`config.mk`:
```
export PLATFORM = sky130hd
export DESIGN_NAME = axi4_lite_slave_regs
export DESIGN_NICKNAME = d
export VERILOG_FILES = /design/src/rtl/axi4_lite_slave_regs.sv
export SDC_FILE = /design/constraint.sdc
export NUM_CORES = 1
export LEC_CHECK = 0
export ABC_CLOCK_PERIOD_IN_PS = 5300
export CAP_MARGIN = 25
export CORE_MARGIN = 2
export CORE_UTILIZATION = 62
export DETAILED_ROUTE_END_ITERATION = 12
export DONT_BUFFER_PORTS = 1
export GPL_ROUTABILITY_DRIVEN = 0
export GPL_TIMING_DRIVEN = 0
export PLACE_DENSITY = 0.85
export SETUP_SLACK_MARGIN = 0.4
export SYNTH_ARGS = -nofsm -noshare
export SYNTH_HDL_FRONTEND = slang
export SYNTH_SLANG_ARGS = --single-unit
```
`constraint.sdc`:
```
create_clock -name aclk -period 5.3 [get_ports aclk]
set_clock_uncertainty 0.15 [all_clocks]
set_input_delay 0.795 -clock aclk [delete_from_list [all_inputs] [get_ports aclk]]
set_output_delay 0.795 -clock aclk [all_outputs]
set_load 0.005 [all_outputs]
```
`src/rtl/axi4_lite_slave_regs.sv`:
```
// AXI4-Lite slave exposing NUM_REGS 32-bit read/write registers.
// Independent write and read FSMs; every output is driven from a flop.
module axi4_lite_slave_regs #(
    parameter logic [31:0] BASE_ADDR = 32'h0000_0000,
    parameter int unsigned NUM_REGS  = 16
) (
    input  logic        aclk,
    input  logic        aresetn,
    input  logic [31:0] awaddr,
    input  logic [2:0]  awprot,
    input  logic        awvalid,
    output logic        awready,
    input  logic [31:0] wdata,
    input  logic [3:0]  wstrb,
    input  logic        wvalid,
    output logic        wready,
    output logic [1:0]  bresp,
    output logic        bvalid,
    input  logic        bready,
    input  logic [31:0] araddr,
    input  logic [2:0]  arprot,
    input  logic        arvalid,
    output logic        arready,
    output logic [31:0] rdata,
    output logic [1:0]  rresp,
    output logic        rvalid,
    input  logic        rready
);

    localparam int unsigned IDXW   = $clog2(NUM_REGS);
    localparam logic [31:0] SPAN   = 32'(4 * NUM_REGS);
    localparam logic [1:0]  OKAY   = 2'b00;
    localparam logic [1:0]  SLVERR = 2'b10;

    typedef enum logic [1:0] {W_IDLE, W_WAIT_DATA, W_WAIT_ADDR, W_RESP} w_state_t;
    typedef enum logic {R_IDLE, R_DATA} r_state_t;

    w_state_t    w_state;
    r_state_t    r_state;
    logic [31:0] regs [NUM_REGS];

    logic [31:0] aw_addr_q;
    logic [31:0] w_data_q;
    logic [3:0]  w_strb_q;

    logic        do_wr;
    logic [31:0] wr_addr;
    logic [31:0] wr_data;
    logic [3:0]  wr_strb;
    logic [31:0] wr_offset;
    logic        wr_in_range;
    logic [IDXW-1:0] wr_idx;

    logic [31:0] rd_offset;
    logic        rd_in_range;
    logic [IDXW-1:0] rd_idx;

    // Protection attributes carry no meaning for this register file.
    logic unused_prot;
    assign unused_prot = ^{awprot, arprot};

    // Select the address/data pair that completes a write this cycle,
    // mixing freshly presented and previously captured halves.
    always_comb begin
        do_wr   = 1'b0;
        wr_addr = aw_addr_q;
        wr_data = w_data_q;
        wr_strb = w_strb_q;
        case (w_state)
            W_IDLE: begin
                if (awvalid && awready && wvalid && wready) begin
                    do_wr   = 1'b1;
                    wr_addr = awaddr;
                    wr_data = wdata;
                    wr_strb = wstrb;
                end
            end
            W_WAIT_DATA: begin
                if (wvalid && wready) begin
                    do_wr   = 1'b1;
                    wr_data = wdata;
                    wr_strb = wstrb;
                end
            end
            W_WAIT_ADDR: begin
                if (awvalid && awready) begin
                    do_wr   = 1'b1;
                    wr_addr = awaddr;
                end
            end
            default: ;
        endcase
    end

    // Address decode for both channels, relative to BASE_ADDR.
    always_comb begin
        wr_offset   = wr_addr - BASE_ADDR;
        wr_in_range = wr_offset < SPAN;
        wr_idx      = wr_offset[IDXW+1:2];
        rd_offset   = araddr - BASE_ADDR;
        rd_in_range = rd_offset < SPAN;
        rd_idx      = rd_offset[IDXW+1:2];
    end

    // Write FSM: handshakes, register update and write response.
    always_ff @(posedge aclk or negedge aresetn) begin
        if (!aresetn) begin
            w_state   <= W_IDLE;
            awready   <= 1'b0;
            wready    <= 1'b0;
            bvalid    <= 1'b0;
            bresp     <= OKAY;
            aw_addr_q <= '0;
            w_data_q  <= '0;
            w_strb_q  <= '0;
            for (int unsigned i = 0; i < NUM_REGS; i++) begin
                regs[i] <= '0;
            end
        end else begin
            if (do_wr && wr_in_range) begin
                for (int unsigned b = 0; b < 4; b++) begin
                    if (wr_strb[b]) begin
                        regs[wr_idx][8*b +: 8] <= wr_data[8*b +: 8];
                    end
                end
            end
            if (do_wr) begin
                w_state <= W_RESP;
                awready <= 1'b0;
                wready  <= 1'b0;
                bvalid  <= 1'b1;
                bresp   <= wr_in_range ? OKAY : SLVERR;
            end else begin
                case (w_state)
                    W_IDLE: begin
                        if (awvalid && awready) begin
                            aw_addr_q <= awaddr;
                            w_state   <= W_WAIT_DATA;
                            awready   <= 1'b0;
                            wready    <= 1'b1;
                        end else if (wvalid && wready) begin
                            w_data_q <= wdata;
                            w_strb_q <= wstrb;
                            w_state  <= W_WAIT_ADDR;
                            wready   <= 1'b0;
                            awready  <= 1'b1;
                        end else begin
                            awready <= 1'b1;
                            wready  <= 1'b1;
                        end
                    end
                    W_RESP: begin
                        if (bready) begin
                            w_state <= W_IDLE;
                            bvalid  <= 1'b0;
                            awready <= 1'b1;
                            wready  <= 1'b1;
                        end
                    end
                    default: ;
                endcase
            end
        end
    end

    // Read FSM: capture data on the AR handshake, hold until accepted.
    always_ff @(posedge aclk or negedge aresetn) begin
        if (!aresetn) begin
            r_state <= R_IDLE;
            arready <= 1'b0;
            rvalid  <= 1'b0;
            rdata   <= '0;
            rresp   <= OKAY;
        end else begin
            case (r_state)
                R_IDLE: begin
                    if (arvalid && arready) begin
                        rdata   <= rd_in_range ? regs[rd_idx] : '0;
                        rresp   <= rd_in_range ? OKAY : SLVERR;
                        rvalid  <= 1'b1;
                        arready <= 1'b0;
                        r_state <= R_DATA;
                    end else begin
                        arready <= 1'b1;
                    end
                end
                R_DATA: begin
                    if (rready) begin
                        rvalid  <= 1'b0;
                        arready <= 1'b1;
                        r_state <= R_IDLE;
                    end
                end
                default: r_state <= R_IDLE;
            endcase
        end
    end

endmodule
```
==> impl_metrics.env <==
export IMPL_run_status="finished with violations"
export IMPL_failed_checks="hold timing, slew limit"
export IMPL_cts_root_buf="clkbuf_16"
export IMPL_fin_nets=2004
export IMPL_endpoint_kind="flop"
export IMPL_wl_per_cell_um=27.42
export IMPL_hold_path_class="in2async"
export IMPL_finalHoldViolCount=355
export IMPL_crit_family="simple AND/OR/NAND/NOR gates"
export IMPL_drive_above_1_share_pct=47.48
export IMPL_grt_pass1_vias=18120
export IMPL_ys_seq_area_share_pct=53.12
export IMPL_cp_required_ns=5.65
export IMPL_yosysMostFrequentCell="dfrtp_1"
export IMPL_syn_area_per_cell_sq_um=16.13
export IMPL_core_sq_um=46560
export IMPL_start_kind="flop"
export IMPL_io_pins=154
export IMPL_cts_made_buffers=61
export IMPL_leakagePower_nw=15.03
export IMPL_ys_flop_type="dfrtp_1"
export IMPL_clockBufferDepth=3
export IMPL_finalCritPeriodShare_pct=75.19
export IMPL_slowest_delay_ns=0.97
export IMPL_hpwl_mm=45.24
export IMPL_synthesis_area_sq_um=29210
export IMPL_synth_top_area_share_pct=53.12
export IMPL_grt_met1_usage_pct=39.30
export IMPL_tightest_slew_ns=1.656
export IMPL_grt_most_used_layer="met2"
export IMPL_cellPowerDensity_nw_per_um2=369.4
export IMPL_cts_setup_buffers=0
export IMPL_cts_num_sinks=620
export IMPL_synth_area_leaders="dfrtp_1, mux2_2, mux4_2"
export IMPL_maxSlewHeadroom_pct=-10.42
export IMPL_grt_max_degree=621
export IMPL_n_fill_cell=2894
export IMPL_initial_core_util_pct=62.74
export IMPL_via_per_inst=6.629
export IMPL_synth_edf_count=0
export IMPL_reg2reg_slack_ns=1.31
export IMPL_worstSetupPathType="reg2reg"
export IMPL_grtUsageMet3_pct=6.546
export IMPL_clk_pin_slew_worst_paths_ns=0.07
export IMPL_finalCriticalPeriod_ns=3.985
export IMPL_synthTopCellsByCount="dfrtp_1, mux2_2, mux4_2"
export IMPL_drt_pass1_iterations=6
export IMPL_grt_overflow_total=0
export IMPL_netlist_instances=1811
export IMPL_critical_path_buf_inv_count=2
export IMPL_holdWs_ns=-0.2724
export IMPL_yosys_area_top_type="dfrtp_1"
export IMPL_vias=16920
export IMPL_drcViolationCount=0
export IMPL_ir_drop_v=0.0003336
export IMPL_die_x_um=221.0
export IMPL_final_cells=2552
export IMPL_grt_pass1_wl_mm=108.9
export IMPL_synth_seq_cells=620
export IMPL_yosys_warnings=0
export IMPL_crit_chain="a21oi_1 -> nor3_2 -> mux2_1 -> o211ai_1 -> buf_4 -> buf_2 -> nor4_4 -> mux2_2"
export IMPL_wirelength_mm=69.98
export IMPL_die_y_um=221.0
export IMPL_grt_total_usage_pct=29.11
export IMPL_drtIter0Drc=1597
export IMPL_drv_slew=209
export IMPL_placed_cells_incl_taps=2425
export IMPL_antenna_found_initial=3
export IMPL_htreeDepth=2
export IMPL_synthToLayoutAreaGrowth_pct=10.50
export IMPL_r2r_cells=8
export IMPL_cap_violations=0
export IMPL_async_flop_share_pct=100.0
export IMPL_critical_path_slowest_cell="nor4_4"
export IMPL_rows=79
export IMPL_crit_fanout=10
export IMPL_setup_viol=0
export IMPL_fmax_mhz=250.9
export IMPL_r2r_start="wready"
export IMPL_r2r_end="regs[38]"
export IMPL_gr_usage_met2_pct=46.26
export IMPL_die_area_sq_um=48860
export IMPL_rsz0062_at_grt="false"
export IMPL_cts_tree="yes"
export IMPL_ys_types=47
export IMPL_arrival_ns=4.33
export IMPL_ant_nets=0
export IMPL_tns_ns=0
export IMPL_port_buffer_count=0
export IMPL_clk_latency_ns=0.62
==> worst max path at each step <==
stage | start | to | slack [ns] | cells past startpoint
2_1_floorplan | awaddr[16] | regs[160] | 1.95 | 8
3_3_place_gp | araddr[2] | rdata[24] | 1.19 | 6
3_5_place_dp | awvalid | regs[498] | 1.16 | 8
4_1_cts | awready | regs[67] | 1.46 | 8
5_1_grt | wready | regs[455] | 1.29 | 8
6_report | wready | regs[38] | 1.31 | 8
==> layer usage <==
layer | routed length [um] | vias to the layer above
met5 | 13 | -
li1 | - | 7004
met1 | 28270 | 9054
met3 | 5117 | 194
met2 | 33650 | 664
met4 | 2931 | 2
==> cell families (layout without fill, tap and decap cells) <==
| kind of cell | count (synthesis) | after routing | share of synthesized area (%) |
|---|---|---|---|
| buf+inv | 154 | 284 | 2.322 |
| other cells | 1 | 5 | 0.01284 |
| compound gates | 67 | 67 | 1.341 |
| flops | 620 | 620 | 53.12 |
| mux | 775 | 775 | 36.78 |
| simple gates | 194 | 194 | 6.430 |
==> layout make-up <==
type                       count  area (sq um)  share of cell area [%]
sequential                   620         15510                   48.07
multi-input combinational   1038         13020                   40.34
clock buffer                  92          1866                   5.780
tap                          607         759.5                   2.353
buffer                       121         554.3                   1.717
clock inverter                22         225.2                  0.6978
timing repair buffer          16         203.9                  0.6319
inverter                      33         123.9                  0.3838
antenna                        3         7.507                 0.02326
==> metrics by stage <==
step	worst slack (ns)	power, mW	utilization [%]	instance area, sq um
CTS	1.462	11.91	69.02	32130
global placement	1.189	7.321	64.38	29970
global route	1.290	12.35	69.32	32270
finish	1.315	11.92	69.32	32270
detailed placement	1.163	7.456	64.53	30040
floorplan	1.954	6.869	-	29210
==> report_power, final <==
| part | internal [mW] | switching, mW |
|---|---|---|
| clock | 2.62 | 1.85 |
| combinational | 0.722 | 1.50 |
| sequential | 5.03 | 0.193 |
| total | 8.37 | 3.55 |
==> flip-flops by register name (all words and copies together), names as in the netlist, 2 cells and up <==
name	flops
w_data_q	32
rdata	32
aw_addr_q	30
regs	512
w_state	2
w_strb_q	4
==> placed cells by master, fill, tap and decap left out, types with 14 or more instances in the layout <==
cell type and count:
mux2_4 48, a21oi_1 16, clkbuf_16 63, mux2_1 58, nor3_1 18, clkbuf_8 18
nor4_4 54, mux4_2 160, buf_4 14, o21ai_0 34, mux2_2 505, clkbuf_1 92
dfrtp_1 620, nor2_1 16, inv_1 33, nand2_1 47, nor4_1 19
==> timing repair <==
item,in CTS,in global routing
endpoints found under the hold margin,620,620
gates resized for setup,0,0
endpoints found under the setup margin,0,0
No activity file was read; power rests on OpenSTA's default activity.
